===== src/rtl/input_capture_if.sv =====
// Control, event and capture-handshake signals of the input capture block.
// The master side configures the block and consumes captures; the slave side is the block.
interface input_capture_if;
  logic        en;
  logic        start;
  logic        one_shot;
  logic [1:0]  edge_sel;
  logic [15:0] prescaler;
  logic        evt_in;
  logic        cap_ready;
  logic        clr_ovr;
  logic [15:0] cap_value;
  logic        cap_sat;
  logic        cap_valid;
  logic        overrun;
  logic        busy;

  modport master (
    output en, start, one_shot, edge_sel, prescaler, evt_in, cap_ready, clr_ovr,
    input  cap_value, cap_sat, cap_valid, overrun, busy
  );

  modport slave (
    input  en, start, one_shot, edge_sel, prescaler, evt_in, cap_ready, clr_ovr,
    output cap_value, cap_sat, cap_valid, overrun, busy
  );
endinterface


===== src/rtl/input_capture.sv =====
// Measures the interval between qualified edges of an asynchronous event in prescaled
// clock units and hands each result to a consumer over a valid/ready handshake.
module input_capture (
  input  logic           clk,
  input  logic           rst,
  input_capture_if.slave bus
);

  typedef enum logic [1:0] {
    IDLE    = 2'd0,
    ARM     = 2'd1,
    MEASURE = 2'd2
  } state_t;

  state_t      state;
  logic        s1, s2, s3;
  logic [15:0] pcnt;
  logic [15:0] count;
  logic        sat;

  logic        rise, fall, evt_edge;
  logic        tick;
  logic        count_max;
  logic        capture;
  logic [15:0] cap_next;
  logic        cap_next_sat;

  // s1/s2 resynchronise evt_in; s3 holds the previous synchronised level.
  // NOTE: sequential state uses non-blocking assignments so every flop samples
  // the pre-edge value of its source, which is what makes s1->s2->s3 a shift chain.
  always_ff @(posedge clk) begin
    if (rst) begin
      s1 <= 1'b0;
      s2 <= 1'b0;
      s3 <= 1'b0;
    end else begin
      s1 <= bus.evt_in;
      s2 <= s1;
      s3 <= s2;
    end
  end

  assign rise = s2 & ~s3;
  assign fall = ~s2 & s3;

  // NOTE: every path assigns evt_edge, so this stays combinational with no latch.
  always_comb begin
    case (bus.edge_sel)
      2'b01:   evt_edge = fall;
      2'b10:   evt_edge = rise | fall;
      default: evt_edge = rise;
    endcase
  end

  assign tick      = (state != IDLE) && (pcnt == bus.prescaler);
  assign count_max = (count == 16'hFFFF);

  // Interval including a tick that lands on the capture cycle, clamped at 0xFFFF.
  assign cap_next     = (tick && !count_max) ? count + 16'd1 : count;
  assign cap_next_sat = sat | (tick & count_max);

  assign capture = bus.en && !bus.start && (state == MEASURE) && evt_edge;

  // NOTE: the clear/transition branches below come after the counter advance;
  // of several non-blocking writes to one flop in a block, the last one wins.
  always_ff @(posedge clk) begin
    if (rst) begin
      state <= IDLE;
      pcnt  <= '0;
      count <= '0;
      sat   <= 1'b0;
    end else begin
      if (tick) begin
        pcnt <= '0;
        if (count_max) sat   <= 1'b1;
        else           count <= count + 16'd1;
      end else if (state != IDLE) begin
        pcnt <= pcnt + 16'd1;
      end

      if (!bus.en) begin
        state <= IDLE;
        pcnt  <= '0;
        count <= '0;
        sat   <= 1'b0;
      end else begin
        case (state)
          IDLE: begin
            pcnt  <= '0;
            count <= '0;
            sat   <= 1'b0;
            if (bus.start) state <= ARM;
          end
          ARM, MEASURE: begin
            if (bus.start || evt_edge) begin
              pcnt  <= '0;
              count <= '0;
              sat   <= 1'b0;
            end
            if (bus.start)                                  state <= ARM;
            else if (evt_edge && state == MEASURE && bus.one_shot) state <= IDLE;
            else if (evt_edge)                              state <= MEASURE;
          end
          default: state <= IDLE;
        endcase
      end
    end
  end

  // busy is a registered decode of the state register.
  always_ff @(posedge clk) begin
    if (rst) bus.busy <= 1'b0;
    else     bus.busy <= (state != IDLE);
  end

  // A held capture that nobody has accepted blocks new ones; the dropped result is
  // flagged in overrun, and a fresh drop outranks a clear in the same cycle.
  always_ff @(posedge clk) begin
    if (rst) begin
      bus.cap_value <= '0;
      bus.cap_sat   <= 1'b0;
      bus.cap_valid <= 1'b0;
      bus.overrun   <= 1'b0;
    end else begin
      if (capture && (!bus.cap_valid || bus.cap_ready)) begin
        bus.cap_value <= cap_next;
        bus.cap_sat   <= cap_next_sat;
        bus.cap_valid <= 1'b1;
      end else if (bus.cap_valid && bus.cap_ready) begin
        bus.cap_valid <= 1'b0;
      end

      if (capture && bus.cap_valid && !bus.cap_ready) bus.overrun <= 1'b1;
      else if (bus.clr_ovr)                           bus.overrun <= 1'b0;
    end
  end

endmodule


===== src/flat_wrapper.sv =====
// flat-port wrapper written by rule: the top's interface ports become plain ports
module input_capture_flat 
  (clk, rst, bus_en, bus_start, bus_one_shot, bus_edge_sel, bus_prescaler, bus_evt_in, bus_cap_ready, bus_clr_ovr, bus_cap_value, bus_cap_sat, bus_cap_valid, bus_overrun, bus_busy);
  input_capture_if bus_i ();
  input  logic clk;
  input  logic rst;
  input wire logic [$bits(bus_i.en)-1:0] bus_en;
  input wire logic [$bits(bus_i.start)-1:0] bus_start;
  input wire logic [$bits(bus_i.one_shot)-1:0] bus_one_shot;
  input wire logic [$bits(bus_i.edge_sel)-1:0] bus_edge_sel;
  input wire logic [$bits(bus_i.prescaler)-1:0] bus_prescaler;
  input wire logic [$bits(bus_i.evt_in)-1:0] bus_evt_in;
  input wire logic [$bits(bus_i.cap_ready)-1:0] bus_cap_ready;
  input wire logic [$bits(bus_i.clr_ovr)-1:0] bus_clr_ovr;
  output wire logic [$bits(bus_i.cap_value)-1:0] bus_cap_value;
  output wire logic [$bits(bus_i.cap_sat)-1:0] bus_cap_sat;
  output wire logic [$bits(bus_i.cap_valid)-1:0] bus_cap_valid;
  output wire logic [$bits(bus_i.overrun)-1:0] bus_overrun;
  output wire logic [$bits(bus_i.busy)-1:0] bus_busy;
  assign bus_i.en = bus_en;
  assign bus_i.start = bus_start;
  assign bus_i.one_shot = bus_one_shot;
  assign bus_i.edge_sel = bus_edge_sel;
  assign bus_i.prescaler = bus_prescaler;
  assign bus_i.evt_in = bus_evt_in;
  assign bus_i.cap_ready = bus_cap_ready;
  assign bus_i.clr_ovr = bus_clr_ovr;
  assign bus_cap_value = bus_i.cap_value;
  assign bus_cap_sat = bus_i.cap_sat;
  assign bus_cap_valid = bus_i.cap_valid;
  assign bus_overrun = bus_i.overrun;
  assign bus_busy = bus_i.busy;
  input_capture u_core (.clk(clk), .rst(rst), .bus(bus_i));
endmodule

===== config.mk =====
export PLATFORM = sky130hd
export DESIGN_NAME = input_capture_flat
export DESIGN_NICKNAME = d
export VERILOG_FILES = /design/src/rtl/input_capture_if.sv /design/src/rtl/input_capture.sv /design/src/flat_wrapper.sv
export SDC_FILE = /design/constraint.sdc
export NUM_CORES = 1
export LEC_CHECK = 0
export CAP_MARGIN = 20
export CORE_AREA = 3 3 64 126
export CTS_BUF_LIST = sky130_fd_sc_hd__clkbuf_4 sky130_fd_sc_hd__clkbuf_8
export DETAILED_ROUTE_END_ITERATION = 7
export DIE_AREA = 0 0 67 129
export GPL_ROUTABILITY_DRIVEN = 0
export GPL_TIMING_DRIVEN = 0
export PLACE_DENSITY = 0.66
export SYNTH_ARGS = -nofsm -noshare
export SYNTH_HDL_FRONTEND = slang
export SYNTH_SLANG_ARGS = --single-unit

===== constraint.sdc =====
create_clock -name clk -period 6.7 [get_ports clk]
set_input_delay 1.675 -clock clk [delete_from_list [all_inputs] [get_ports clk]]
set_output_delay 1.675 -clock clk [all_outputs]
set_load 0.005 [all_outputs]

## Word level (Yosys, flattened, before mapping)

Index checks and enable logic that the tools add are counted.

| word-level totals | value |
|---|---|
| bits in registers | 58 |
| input bits | 26 |
| output and inout bits | 20 |
| logic and storage cells | 77 |

| cells by class | value |
|---|---|
| $add $sub $neg | 2 |
| equal/unequal tests | 8 |
| mux-type cells | 23 |
| bitwise logic cells | 8 |
| reductions and logical operators | 24 |

Operators with widths:

| operator | number |
|---|---|
| two-way mux 16 bit | 7 |
| one-hot mux 16 bit (2 select lines) | 2 |
| adder 16 x 1 -> 16 bit, second input constant | 2 |
| == test 16 bit | 1 |
| == test 16 bit, second input constant | 1 |
| logical AND 1 bit | 11 |
| two-way mux 2 bit | 4 |
| two-way mux 1 bit | 7 |
| nonzero test 2 bit | 3 |
| == test 2 x 1 -> 1 bit, second input constant | 2 |
| == test 2 bit, second input constant | 2 |
| zero test 1 bit | 4 |
| != test 4 x 2 -> 1 bit, second input constant | 1 |
| one-hot mux 1 bit (2 select lines) | 2 |
| one-hot mux 2 bit (2 select lines) | 1 |
| OR reduction 2 bit | 2 |
| bitwise AND 1 bit | 3 |
| inverter 1 bit | 3 |
| zero test 2 bit | 1 |
| logical OR 1 bit | 2 |
| != test 2 bit, second input constant | 1 |
| OR 1 bit | 2 |
| AND reduction 2 bit | 1 |

## Longest topological paths before layout

| depth | value |
|---|---|
| depth after elaboration | 9 |
| mapped depth | 9 |
| gate-level depth less buffers | 7 |

## Least setup slack after synthesis

No wires, ideal clock.

| timing path | value |
|---|---|
| kind | input-to-reg |
| start | in bus_edge_sel[0] |
| end | reg u_core.bus.cap_value[3] |
| library setup time | 0.091 ns |
| arrival time | 3.491 ns |
| required time | 6.609 ns |
| path slack | 3.118 ns |
| cell stages on the path | 9 |
| path buffers | 2 |
| cells stage by stage | inv_1 ha_1 nor2b_1 a311oi_1 and2_1 clkbuf_1 buf_1 nor2_1 a311oi_1 |

| between the ends | value |
|---|---|
| cells in the longest elaborated chain, start to end | 4 |
| elaborated cells on any way between the ends | 5 |
| those cells by class | 2 x eq/ne; 1 x mux; 2 x reduce/logical |

RTL lines:

| item | RTL line | text |
|---|---|---|
| start, declared | flat_wrapper.sv:10 | `input wire logic [$bits(bus_i.edge_sel)-1:0] bus_edge_sel;` |
| == test 2 bit / == test 2 x 1 -> 1 bit (equally long branches) | input_capture.sv:48 | `case (bus.edge_sel)` |
| one-hot mux 1 bit (2 select lines) (*) | input_capture.sv:48 |  |
| logical AND 1 bit (*) | input_capture.sv:62 | `assign capture = bus.en && !bus.start && (state == MEASURE) && evt_edge;` |
| logical AND 1 bit (*) | input_capture.sv:125 | `if (capture && (!bus.cap_valid \|\| bus.cap_ready)) begin` |
| end signal, assigned | input_capture.sv:126 | `bus.cap_value <= cap_next;` |
| end, declared | input_capture_if.sv:25 | `output cap_value, cap_sat, cap_valid, overrun, busy` |

Mark *: on every way between the ends. The rest lies on a longest branch, timed or not.
A chain may end at the register's enable or synchronous reset.

## Worst setup path in the final report

Ends and elaborated chain as after synthesis.

==> impl_metrics.csv <==
group,metric,value,unit
yosys,async_reset_ff_frac,0,
layout,fin_area,3600,µm²
grt,grt_usage,0.185,
die,start_util,0.393,
layout,diodes,0,
clock_tree,numCtsBuffers,9,
yosys,synth_edf_count,0,
timing,worst_pin_slew,0.677,ns
setup_path,cp_slowest_cell,"clkdlybuf4s50_1",
worst_hold_path,min_path_type,"flop to flop",
yosys,post_synth_main_area_contributors,"dfxtp_1 (41%), xor2_1 (5.2%), nor2_1 (5.0%)",
yosys,synthesis.area,2860,µm²
layout,drive_above_1_share,0.0679,
timing,setup_viol,0,
power,total_power,0.694,mW
power,leakagePower,1.18,nW
grt,antenna_found_initial,0,
drt,vias,2609,
setup_path,arrival,4.47,ns
clock_tree,cts_tree,"built",
layout,fill_cells,749,
die,core,7270,µm²
setup_path,critPathCaptureType,"flop",
yosys,avgSynthCellArea,8.85,µm²
layout,utilization,0.496,
drt,drc_errors,0,
setup_path,crit_type,"primary input to flop",
timing,maxSlewViolCount,0,
clock_tree,postCtsSetupBuffers,0,
setup_path,crit_required,6.95,ns
setup_path,crit_family,"buffers and inverters",
yosys,ys_seq_area_frac,0.406,
drt,firstDrtPassIters,4,
yosys,syn-num-nets,358,
power,ir_drop,0.108,mV
clock_tree,ctsHoldBuffers,0,
drt,postRouteAntennaNets,0,
power,powerDensity,193,nW/µm²
setup_path,crit_buf_inv,4,
drt,via_per_inst,5.49,
yosys,yosys.area.top_type_share,0.406,
setup_path,crit_chain,"clkdlybuf4s50_1 > inv_1 > ha_1 > nor2b_1 > a311oi_1 > and2_1 > clkbuf_1 > buf_1 > nor2_1 > a311oi_1",
placed_design,dp.final_hpwl,5.73,mm
timing,timing.fmax,237,MHz
yosys,synth-seq-cells,58,
yosys,netlist_instances,323,
clock_tree,cts.root.buffer_cell,"clkbuf_8",
timing,skew,0.00652,ns
die,rows,44,
clock_tree,clk_pin_slew_worst_paths,0.07,ns
yosys,yosys.area.top_type,"dfxtp_1",
yosys,synth_most_common_cell,"dfxtp_1",
setup_path,cp_common_cell,"a311oi_1",
drt,wire_per_inst,15.3,µm
clock_tree,ctsHtreeMaxLevel,3,
die,dieArea,8640,µm²
placed_design,numPortBuffers,44,
die,io_pins,46,
timing,period_share,0.630,
job,drv_cap,0,
die,die_h,129,µm
clock_tree,clockBufferDepth,2,
timing,rsz0062_at_grt,"false",
drt,drt_iter0_drc,104,
outcome,status,"finished clean",
yosys,yosys_warnings,0,
die,dieWidth,67,µm
setup_path,path_max_fanout,10,
timing,slew_headroom,0.545,
clock_tree,clock-sinks,58,
drt,wl,7.27,mm
placed_design,place_area,3410,µm²
timing,hold_violations,0,
clock_tree,ctsResizeCount,0,
layout,nNetsFinal,413,
yosys,synthFlopType,"dfxtp_1",
yosys,ys_types,44,
setup_path,crit_path_start_kind,"primary input",
clock_tree,clkLatencyLatePin,0.34,ns
grt,grt_pass1_wl,12.0,mm
grt,grt_overflow,0,
yosys,ys_top_cells_by_count,"dfxtp_1 (58), nor2_1 (38), xor2_1 (17)",
timing,tns,0,ns
grt,grt_max_degree,11,
grt,grt_pass1_vias,2587,
timing,fin_crit,4.22,ns
setup_path,max_stage_delay,0.48,ns
layout,syn_to_final_growth,26.0,%
timing,hold_ws,0.463,ns
final timing paths:
| path | cells past startpoint | slack [ns] | startpoint | endpoint |
|---|---|---|---|---|
| setup / recovery | 10 | 2.48 | bus_edge_sel[0] | u_core.bus.cap_value[3] |
| hold / removal | 1 | 0.46 | u_core.s1 | u_core.s2 |
| setup reg to reg | 9 | 3.96 | u_core.s3 | u_core.bus.cap_value[3] |
| hold reg to reg | 1 | 0.46 | u_core.s1 | u_core.s2 |
flip-flops by register name, indices dropped and copies added (netlist names):
name / cells
u_core.bus.cap_value: 16
u_core.count: 16
u_core.pcnt: 16
u_core.state: 2
u_core.bus.busy: 1
u_core.bus.cap_sat: 1
u_core.bus.cap_valid: 1
u_core.bus.overrun: 1
u_core.s1: 1
u_core.s2: 1
u_core.s3: 1
u_core.sat: 1
metrics by stage:
stage / worst slack (ns) / instances
4_1_cts: 2.44 / 475
3_3_place_gp: 2.08 / 459
3_5_place_dp: 2.08 / 459
6_report: 2.48 / 475
2_1_floorplan: 3.12 / 323
5_1_grt: 2.25 / 475
metal layers:
metal,GRT usage,routed length [µm],up-vias
met2,0.347,4130,58
met3,0.0454,228,20
met5,0,0,-
met1,0.178,2690,1231
met4,0.0921,219,0
li1,-,-,1300
logic make-up after synthesis:
kind of cell,after synthesis,share of synthesized area
AO/OA/AOI/OAI,62,0.151
XOR/XNOR,31,0.0950
adder cells (fa/ha/maj),9,0.0394
buffers and inverters,27,0.0390
flip-flops,58,0.406
multiplexers,1,0.00350
AND/OR/NAND/NOR,135,0.266
power breakdown:
part / internal (mW) / switching, mW
combinational: 0.0209 / 0.0161
sequential: 0.346 / 0.000587
clock: 0.173 / 0.137
cell type report:
class                           instances  area [µm²]  share of cell area
Timing Repair Buffer                   44         440               0.122
Multi-Input combinational cell        238        1590               0.440
Clock inverter                          6        57.6              0.0160
Inverter                               12        45.0              0.0125
Sequential cell                        58        1160               0.322
Tap cell                               92         115              0.0319
Buffer                                 15        66.3              0.0184
Clock buffer                           10         131              0.0365
cells in the final DEF, fill, tap and decap left out, types with 11 or more instances in the layout:
cell	n
dfxtp_1	58
clkdlybuf4s50_1	44
nor2_1	38
xor2_1	17
a21oi_1	15
xnor2_1	14
inv_1	12
nand3_1	12
o31ai_1	12
nand2_1	11
Note: power is estimated with default switching activity, not from simulation.
